$ cat config.mk
export PLATFORM = sky130hd
export DESIGN_NAME = tile_local_port_mux
export DESIGN_NICKNAME = d
export VERILOG_FILES = /design/src/rtl/tile_local_port_mux.sv
export SDC_FILE = /design/constraint.sdc
export NUM_CORES = 1
export LEC_CHECK = 0
export BUFFER_PORTS_ARGS = -buffer_cell sky130_fd_sc_hd__buf_2
export CAP_MARGIN = 10
export CORE_ASPECT_RATIO = 0.6
export CORE_MARGIN = 2
export CORE_UTILIZATION = 40
export CTS_CLUSTER_DIAMETER = 100
export DETAILED_ROUTE_END_ITERATION = 16
export HOLD_SLACK_MARGIN = 0.05
export PLACE_DENSITY = 0.77
export RECOVER_POWER = 100
export SYNTH_ARGS = -nofsm -noshare
export SYNTH_HDL_FRONTEND = slang
export SYNTH_SLANG_ARGS = --single-unit
$ cat constraint.sdc
create_clock -name clk_i -period 4.3 [get_ports clk_i]
set_input_delay 0 -clock clk_i [delete_from_list [all_inputs] [get_ports clk_i]]
set_output_delay 0 -clock clk_i [all_outputs]
set_load 0.03 [all_outputs]
$ cat src/rtl/tile_local_port_mux.sv
// Shares one router local port among NumEp endpoints: per-endpoint ingress FIFOs,
// packet-atomic round-robin merge, indexed return demux with drop counting and isolation.
module tile_local_port_mux #(
    parameter int NumEp     = 2,
    parameter int FlitWidth = 64,
    parameter int FifoDepth = 2,
    parameter int EpIdxLsb  = 0
) (
    input  logic                       clk_i,
    input  logic                       rst_i,
    input  logic [NumEp-1:0]           ep_valid_i,
    output logic [NumEp-1:0]           ep_ready_o,
    input  logic [NumEp-1:0]           ep_last_i,
    input  logic [NumEp*FlitWidth-1:0] ep_data_i,
    output logic                       out_valid_o,
    input  logic                       out_ready_i,
    output logic                       out_last_o,
    output logic [FlitWidth-1:0]       out_data_o,
    input  logic                       in_valid_i,
    output logic                       in_ready_o,
    input  logic [FlitWidth-1:0]       in_data_i,
    output logic [NumEp-1:0]           ep_valid_o,
    input  logic [NumEp-1:0]           ep_ready_i,
    output logic [NumEp*FlitWidth-1:0] ep_data_o,
    input  logic [NumEp-1:0]           isolate_i,
    output logic [NumEp-1:0]           isolated_o,
    output logic [15:0]                drop_cnt_o,
    output logic                       dbg_state
);

    // All streams use valid/ready: a transfer happens in a cycle where both are 1;
    // a producer holding valid keeps its payload stable until that transfer.

    localparam int IdxW = $clog2(NumEp);
    localparam int PtrW = (FifoDepth > 1) ? $clog2(FifoDepth) : 1;
    localparam int CntW = $clog2(FifoDepth + 1);

    typedef enum logic {
        ST_IDLE   = 1'b0,
        ST_LOCKED = 1'b1
    } arb_state_e;

    function automatic logic [PtrW-1:0] ptr_inc(input logic [PtrW-1:0] p);
        if (p == PtrW'(FifoDepth - 1)) return '0;
        return p + PtrW'(1);
    endfunction

    function automatic logic [IdxW-1:0] idx_inc(input logic [IdxW-1:0] i);
        if (i == IdxW'(NumEp - 1)) return '0;
        return i + IdxW'(1);
    endfunction

    logic [FlitWidth:0] mem [NumEp][FifoDepth];
    logic [FlitWidth:0] head [NumEp];
    logic [PtrW-1:0]    rd_ptr [NumEp];
    logic [PtrW-1:0]    wr_ptr [NumEp];
    logic [CntW-1:0]    count [NumEp];
    logic [NumEp-1:0]   empty, full, push, pop, pkt_open, isolated_q;

    arb_state_e      state, state_next;
    logic [IdxW-1:0] lock_idx, lock_next, rr_ptr, rr_next, gnt, gnt_rr, hold_idx;
    logic            found, hold_q, out_v, out_fire;
    logic [FlitWidth:0] head_sel;

    logic [IdxW-1:0] ret_idx;
    logic            deliver;
    logic [15:0]     drop_q;

    // Ingress FIFO status and handshakes
    always_comb begin
        for (int k = 0; k < NumEp; k++) begin
            empty[k]      = (count[k] == '0);
            full[k]       = (count[k] == CntW'(FifoDepth));
            ep_ready_o[k] = !full[k] && (!isolate_i[k] || pkt_open[k]);
            push[k]       = ep_valid_i[k] && ep_ready_o[k];
            pop[k]        = out_fire && (gnt == IdxW'(k));
            head[k]       = mem[k][rd_ptr[k]];
        end
    end

    always_ff @(posedge clk_i) begin
        for (int k = 0; k < NumEp; k++) begin
            if (push[k]) begin
                mem[k][wr_ptr[k]] <= {ep_last_i[k], ep_data_i[k*FlitWidth +: FlitWidth]};
            end
        end
    end

    always_ff @(posedge clk_i) begin
        if (rst_i) begin
            for (int k = 0; k < NumEp; k++) begin
                rd_ptr[k] <= '0;
                wr_ptr[k] <= '0;
                count[k]  <= '0;
            end
            pkt_open <= '0;
        end else begin
            for (int k = 0; k < NumEp; k++) begin
                if (push[k]) begin
                    wr_ptr[k]   <= ptr_inc(wr_ptr[k]);
                    pkt_open[k] <= !ep_last_i[k];
                end
                if (pop[k]) rd_ptr[k] <= ptr_inc(rd_ptr[k]);
                if (push[k] && !pop[k]) begin
                    count[k] <= count[k] + CntW'(1);
                end else if (pop[k] && !push[k]) begin
                    count[k] <= count[k] - CntW'(1);
                end
            end
        end
    end

    // Round-robin search starting at rr_ptr
    always_comb begin
        int j;
        found  = 1'b0;
        gnt_rr = '0;
        for (int i = 0; i < NumEp; i++) begin
            j = int'(rr_ptr) + i;
            if (j >= NumEp) j = j - NumEp;
            if (!found && !empty[j]) begin
                found  = 1'b1;
                gnt_rr = IdxW'(j);
            end
        end
    end

    // A stalled IDLE grant is held so the presented flit cannot be swapped out.
    always_comb begin
        gnt   = gnt_rr;
        out_v = found;
        if (state == ST_LOCKED) begin
            gnt   = lock_idx;
            out_v = !empty[lock_idx];
        end else if (hold_q) begin
            gnt   = hold_idx;
            out_v = 1'b1;
        end
        head_sel    = head[gnt];
        out_valid_o = out_v && !rst_i;
        out_last_o  = head_sel[FlitWidth];
        out_data_o  = head_sel[FlitWidth-1:0];
        out_fire    = out_valid_o && out_ready_i;
    end

    always_comb begin
        state_next = state;
        lock_next  = lock_idx;
        rr_next    = rr_ptr;
        case (state)
            ST_IDLE: begin
                if (out_fire) begin
                    if (!out_last_o) begin
                        state_next = ST_LOCKED;
                        lock_next  = gnt;
                    end else begin
                        rr_next = idx_inc(gnt);
                    end
                end
            end
            ST_LOCKED: begin
                if (out_fire && out_last_o) begin
                    state_next = ST_IDLE;
                    rr_next    = idx_inc(gnt);
                end
            end
            default: state_next = ST_IDLE;
        endcase
    end

    always_ff @(posedge clk_i) begin
        if (rst_i) begin
            state    <= ST_IDLE;
            lock_idx <= '0;
            rr_ptr   <= '0;
            hold_q   <= 1'b0;
            hold_idx <= '0;
        end else begin
            state    <= state_next;
            lock_idx <= lock_next;
            rr_ptr   <= rr_next;
            hold_q   <= (state == ST_IDLE) && out_valid_o && !out_ready_i;
            hold_idx <= gnt;
        end
    end

    assign dbg_state = state;

    // Isolation is granted only once the endpoint has nothing queued or in flight.
    always_ff @(posedge clk_i) begin
        if (rst_i) begin
            isolated_q <= '0;
        end else begin
            for (int k = 0; k < NumEp; k++) begin
                isolated_q[k] <= isolate_i[k] && (isolated_q[k] ||
                    (empty[k] && !pkt_open[k] &&
                     !((state == ST_LOCKED) && (lock_idx == IdxW'(k)))));
            end
        end
    end

    assign isolated_o = isolated_q;

    // Return path demux
    always_comb begin
        ret_idx    = in_data_i[EpIdxLsb +: IdxW];
        deliver    = (int'(ret_idx) < NumEp) && !isolated_q[ret_idx];
        ep_valid_o = '0;
        in_ready_o = 1'b1;
        if (deliver) begin
            ep_valid_o[ret_idx] = in_valid_i && !rst_i;
            in_ready_o          = ep_ready_i[ret_idx];
        end
    end

    assign ep_data_o = {NumEp{in_data_i}};

    always_ff @(posedge clk_i) begin
        if (rst_i) begin
            drop_q <= '0;
        end else if (in_valid_i && !deliver && (drop_q != 16'hFFFF)) begin
            drop_q <= drop_q + 16'd1;
        end
    end

    assign drop_cnt_o = drop_q;

endmodule

# ---- Word-level counts from Yosys, hierarchy flattened
# Memories as Yosys holds them, arrays and structs flattened.
# Index checks and enable logic that the tools add are counted.
dict set report op_classes {
  order_cmp 14
  n_eq_ne 6
  mux 122
  n_bitwise 18
  reduce_logical 56
  n_addsub 13
}
# operator count
set ops {}
lappend ops {{65-bit two-way mux} 11}
lappend ops {{130-bit two-way mux} 2}
lappend ops {{65-bit demux with 1-bit select} 2}
lappend ops {{1-bit two-way mux} 97}
lappend ops {{32-bit by 3-bit less-than comparator with 1-bit output, second input constant} 2}
lappend ops {{32-bit two-way mux} 2}
lappend ops {{1-bit logical AND} 30}
lappend ops {{1-bit zero test} 18}
lappend ops {{16-bit by 1-bit adder with 16-bit output, second input constant} 1}
lappend ops {{16-bit != test, second input constant} 1}
lappend ops {{2-bit greater-or-equal comparator, second input constant} 6}
lappend ops {{2-bit two-way mux} 5}
lappend ops {{1-bit inverter with 2-bit output} 5}
lappend ops {{1-bit bitwise OR} 8}
lappend ops {{3-bit AND reduction} 2}
lappend ops {{1-bit adder, second input constant} 5}
lappend ops {{2-bit by 1-bit adder with 2-bit output, second input constant} 2}
lappend ops {{2-bit == test, second input constant} 2}
lappend ops {{2-bit zero test} 2}
lappend ops {{1-bit logical OR} 4}
lappend ops {{1-bit by 2-bit less-than comparator with 1-bit output, second input constant} 2}
lappend ops {{2-bit by 1-bit less-than comparator with 1-bit output, second input constant} 2}
lappend ops {{2-bit != test, second input constant} 2}
lappend ops {{1-bit inverter} 4}
lappend ops {{other kinds (10)} 12}
dict set report word_totals {
  output_inout_bits 218
  input_bits 204
  word_cells 242
  ff_bits 25
  mem_bits_rw 268
  memories 4
}
# name depth word_bits rd rd_clocked_by_memory_dff write_ports line_no
set mem_list {}
lappend mem_list {mem 2 130 2 0 2 53} ;# logic [FlitWidth:0] mem [NumEp][FifoDepth];
lappend mem_list {count 2 2 2 0 2 57} ;# logic [CntW-1:0] count [NumEp];
lappend mem_list {rd_ptr 2 1 2 0 2 55} ;# logic [PtrW-1:0] rd_ptr [NumEp];
lappend mem_list {wr_ptr 2 1 2 0 2 56} ;# logic [PtrW-1:0] wr_ptr [NumEp];

# ---- Depth between registers and ports, before layout
dict set report depth {
  depth_word 22
  ltp_mapped 9
  depth_no_buf 7
}

# ---- Worst setup path before layout
# Ideal clock, no wire load.
dict set report synth_path {
  kind {register to register}
  startpoint {memory count[0][0] (netlist name)}
  endpoint {memory mem[0][100] (netlist name), enable pin}
  stages_incl_launch_ff 5
  period_less_slack_ps 4323
  path_buffers 0
  required_time_ps 3811
  arrival_ps 3835
  path_slack_ps -23
  cell_sequence {edfxtp_1 -> nand2b_1 -> and2_1 -> nand2_1 -> nor2_1}
}
# element line_no
set synth_lines {}
lappend synth_lines {{start: declaration} 57}
lappend synth_lines {{end: declaration} 53}

==> results <==
- The start-to-end type of the worst setup path is flop to primary output.
- For the pin with the worst max-slew slack, the measured transition is around 2.3 ns.
- The number of input and output port buffers inserted is 232.
- At the end of routability-driven placement, the weighted congestion stood at 0.8911.
- Based on the critical path, the design can be clocked at up to about 280 MHz.
- STA classifies the critical path startpoint as a flop.
- The clock insertion delay at the later pin of the skew report is 0.55 ns.
- For this configuration, the core starts out at a cell density of approximately two fifths.
- The flow ran to the end, but the final reports show violations.
- The floorplan has 50 rows.
- Cells with a size suffix above 1 make up 8.068% of the layout.
- The final-report hold violation count came to 0.
- The DRC violations left is 0.
- In the layout the commonest cells are 268 x sky130_fd_sc_hd__edfxtp_1, 207 x sky130_fd_sc_hd__dlygate4sd3_1, 198 x sky130_fd_sc_hd__clkbuf_1.
- The library cell used most frequently in the layout, excluding fill and tap cells, is sky130_fd_sc_hd__edfxtp_1.
- The arrival time of the worst setup path is approximately 3.6 ns.
- At the end of the flow, the number of nets in the layout was 1,413.
- The number of global-route vias before repair was between 8k and 9k.
- After clock tree synthesis, the clock-pin slew on the worst setup and hold paths is about 0.070 ns.
- In this run the mean area of a mapped cell was 14.10 sq um.
- For this run, the number of Yosys warnings is 0.
- The total power is between 0.008 and 0.009 W.
- The class of the worst hold path is input port to flop.
- The peak supply drop is about 0.3 mV.
- The area of combinational cells with multiple inputs is between 2000 and 3000 sq um.
- The endpoint required time on the critical path is ~4.3 ns.
- The largest net degree at the start of global routing is between 70 and 80.
- The number of gates resized after CTS was 0.
- The CTS H-tree depth is 1.
- The global-route wire length before repair is 49,360 microns.
- In this run, CTS created clock tree buffers numbering 28.
- The total of hold buffers inserted after clock tree synthesis is 207.
- The worst max-slew margin expressed relative to the limit is -52.80%.
- The core area is 31,150 sq um.
- The number of vias in the routed layout is 8,529.
- During I/O placement, the number of pins put on the boundary was between 400 and 500.
- The largest clock skew in the final design is 0.01612 ns.
- Counting instances, the worst hold path has a depth of 2.
- The worst min-delay path startpoint is ep_data_i[107].
- After the first detailed-routing iteration, the DRC count stood at 530.
- The initial antenna violation count is 3.
- The clock passes through at most 3 buffers.
- The number of violations of the max-capacitance limit is 6.
- The startpoint identified for the worst register-to-register timing path is count[1][0].
- The post-synthesis sequential element count is a little under 300.
- The cell chosen for the clock root is sky130_fd_sc_hd__clkbuf_16.
- The clock period minus worst slack is around 3.6 ns.
- From synthesis to final layout, the design area changed by 26.65%.
- The synthesized cell area is 12,660 sq um.
- The number of cells on the worst reg-to-reg path is 6.
- The final antenna-violating net count is 0.
- The floorplan step set the die width to 233.7 microns.
- The origin of the worst setup path is count[1][0].
- TritonCTS built the clock tree.
- The total wire length after detailed routing is around 34,000 microns.
- The number of pins with negative max-slew slack in the final report was approximately 260.
- The final-report setup violation count is 0.
- The post-synthesis async set-or-reset flop share is 0%.
- The die is about 140 microns tall.
- The global route total overflow is 0.
- Setup repair after global routing left no endpoint under its margin.
- The analysis attributes to cell leakage a power of 5.409 nW.
- The HPWL after detailed placement is roughly 21,000 microns.
- In the final routed layout, each cell accounts on average for just over 20 microns.
- After clock tree synthesis, the setup repair step added 0 buffers.
- The synthesized instance count is between 800 and 900.
- The endpoint kind of the worst setup timing path is a primary output.
- The global routing usage summed across all routing layers is between 10% and 20%.
- The first-pass detailed-route iteration total is 4.
- Counting the fill cells in the layout gives 2,680.
- The final reports fail on max-capacitance violations, max-slew violations.
- Adding up every negative setup slack in the final design gives 0 ns.
- The mean number of vias per cell is between 5 and 6.
- The final worst-path cycle share is 82.98%.
- The maximum fanout encountered on the critical timing path is 57.
- Summing the sequential cell areas from Yosys gives 67.52% of the chip area.
- Counting flops with a built-in enable in the synthesized netlist gives 268.
- Setup slack on the worst reg-to-reg path comes out at 0.98 ns.
- The number of different library cells used by synthesis comes to 48.
- Power spread over the standard cell area amounts to around 530 nW/um^2.
- The number of nets handed over by synthesis was between 1k and 1.5k.
- The top flip-flop cell by instance count after synthesis is sky130_fd_sc_hd__edfxtp_1.
- The storage element area is 8548 sq um.
- The die covers about 33,000 sq um.
- The total clock sinks is just under 300.
==> flip-flops by register name, summed over array words and instances, names as in the netlist <==
| signal | flops |
|---|---|
| mem | 260 |
| drop_cnt_o | 16 |
| count | 4 |
| isolated_o | 2 |
| pkt_open | 2 |
| rd_ptr | 2 |
| wr_ptr | 2 |
| dbg_state | 1 |
| hold_idx | 1 |
| hold_q | 1 |
| lock_idx | 1 |
| rr_ptr | 1 |
==> synthesized netlist by cell type (2+ instances only) <==
master                     instances  area share (%)
sky130_fd_sc_hd__edfxtp_1        268              64
sky130_fd_sc_hd__nor2_1           30            0.89
sky130_fd_sc_hd__a211oi_1         72             4.3
sky130_fd_sc_hd__o211ai_1          3            0.18
sky130_fd_sc_hd__mux2_2            4            0.36
sky130_fd_sc_hd__nor2b_1          65             3.2
sky130_fd_sc_hd__nand4_1           5            0.25
sky130_fd_sc_hd__and2_1            3            0.15
sky130_fd_sc_hd__nand2b_1          6            0.30
sky130_fd_sc_hd__buf_4           130             7.7
sky130_fd_sc_hd__a31oi_1           2           0.099
sky130_fd_sc_hd__o21ai_0           4            0.16
sky130_fd_sc_hd__or3_1             2           0.099
sky130_fd_sc_hd__clkbuf_1         26            0.77
sky130_fd_sc_hd__mux2i_1          68             5.4
sky130_fd_sc_hd__a21oi_1          74             2.9
sky130_fd_sc_hd__xnor2_1          12            0.83
sky130_fd_sc_hd__nand2_1          15            0.44
sky130_fd_sc_hd__nor3_2            2            0.16
sky130_fd_sc_hd__ha_1              4            0.40
sky130_fd_sc_hd__buf_2            14            0.55
sky130_fd_sc_hd__o41ai_1           2            0.14
sky130_fd_sc_hd__nand3_1           7            0.28
sky130_fd_sc_hd__nor3_1            9            0.36
sky130_fd_sc_hd__inv_1            12            0.36
sky130_fd_sc_hd__o21ai_1           2           0.079
sky130_fd_sc_hd__and3_1            4            0.20
sky130_fd_sc_hd__nor4_1            9            0.44
sky130_fd_sc_hd__dfxtp_1          25             4.0
==> final cells by class <==
class                           instances  area share (%)
Inverter                               12          0.2809
Antenna cell                            2         0.03122
Clock inverter                         15          0.5931
Multi-Input combinational cell        422           18.10
Timing Repair Buffer                  448           19.27
Tap cell                              416           3.246
Clock buffer                           37           5.166
Sequential cell                       293           53.32
==> through the flow <==
step / setup WS [ns] / hold WS, ns / cells / instance area, sq um / utilization [%]
global placement: 1.562 / 0.0002988 / 1384 / 13310 / 42.73
CTS: 0.8397 / 0.1374 / 1643 / 16310 / 52.34
finish: 0.7320 / 0.1818 / 1645 / 16030 / 51.46
floorplan: 0.2022 / 0.07708 / 898 / 12660 / -
detailed placement: 1.439 / 0.0002988 / 1384 / 13310 / 42.73
global route: 0.5790 / 0.1514 / 1645 / 16030 / 51.46
==> report_power, final <==
| group | total, W | internal (W) | leakage, nW | switching, W |
|---|---|---|---|---|
| combinational | 0.00256 | 0.000687 | 2.28 | 0.00188 |
| sequential | 0.00344 | 0.00337 | 2.67 | 0.0000713 |
| clock | 0.00249 | 0.00141 | 0.460 | 0.00108 |
==> logic make-up after synthesis <==
family / synth area share, %
adders and majority gates: 0.4843
and+or+nand+nor: 7.353
xor gates and xnor gates: 0.8994
muxes: 5.732
AOI/OAI and AO/OA: 8.529
DFF: 67.52
buffers and inverters: 9.478
==> worst paths after layout <==
check / to
max reg2reg: mem[0][221]
min: mem[0][173]
min reg2reg: drop_cnt_o[9]
max: out_data_o[17]
==> per-layer routing <==
| metal | up-vias | share of wire (%) | global-route usage, % |
|---|---|---|---|
| met5 | - | 0 | 0 |
| met2 | 378 | 50 | 33.84 |
| met1 | 4215 | 40 | 24.38 |
| met3 | 67 | 6.8 | 4.180 |
| met4 | 0 | 2.9 | 6.163 |
| li1 | 3869 | - | - |
==> critical path, cell delays in order (launching register included) <==
cell and delay [ns]:
sky130_fd_sc_hd__edfxtp_1 0.35, sky130_fd_sc_hd__inv_1 0.08, sky130_fd_sc_hd__ha_1 0.24, sky130_fd_sc_hd__or4_1 0.47
sky130_fd_sc_hd__and3_4 0.21, sky130_fd_sc_hd__nor2_4 0.58, sky130_fd_sc_hd__buf_12 0.32, sky130_fd_sc_hd__a211oi_1 0.10
sky130_fd_sc_hd__a21oi_1 0.25, sky130_fd_sc_hd__clkbuf_1 0.36
Power figures use the tool's default switching activity.
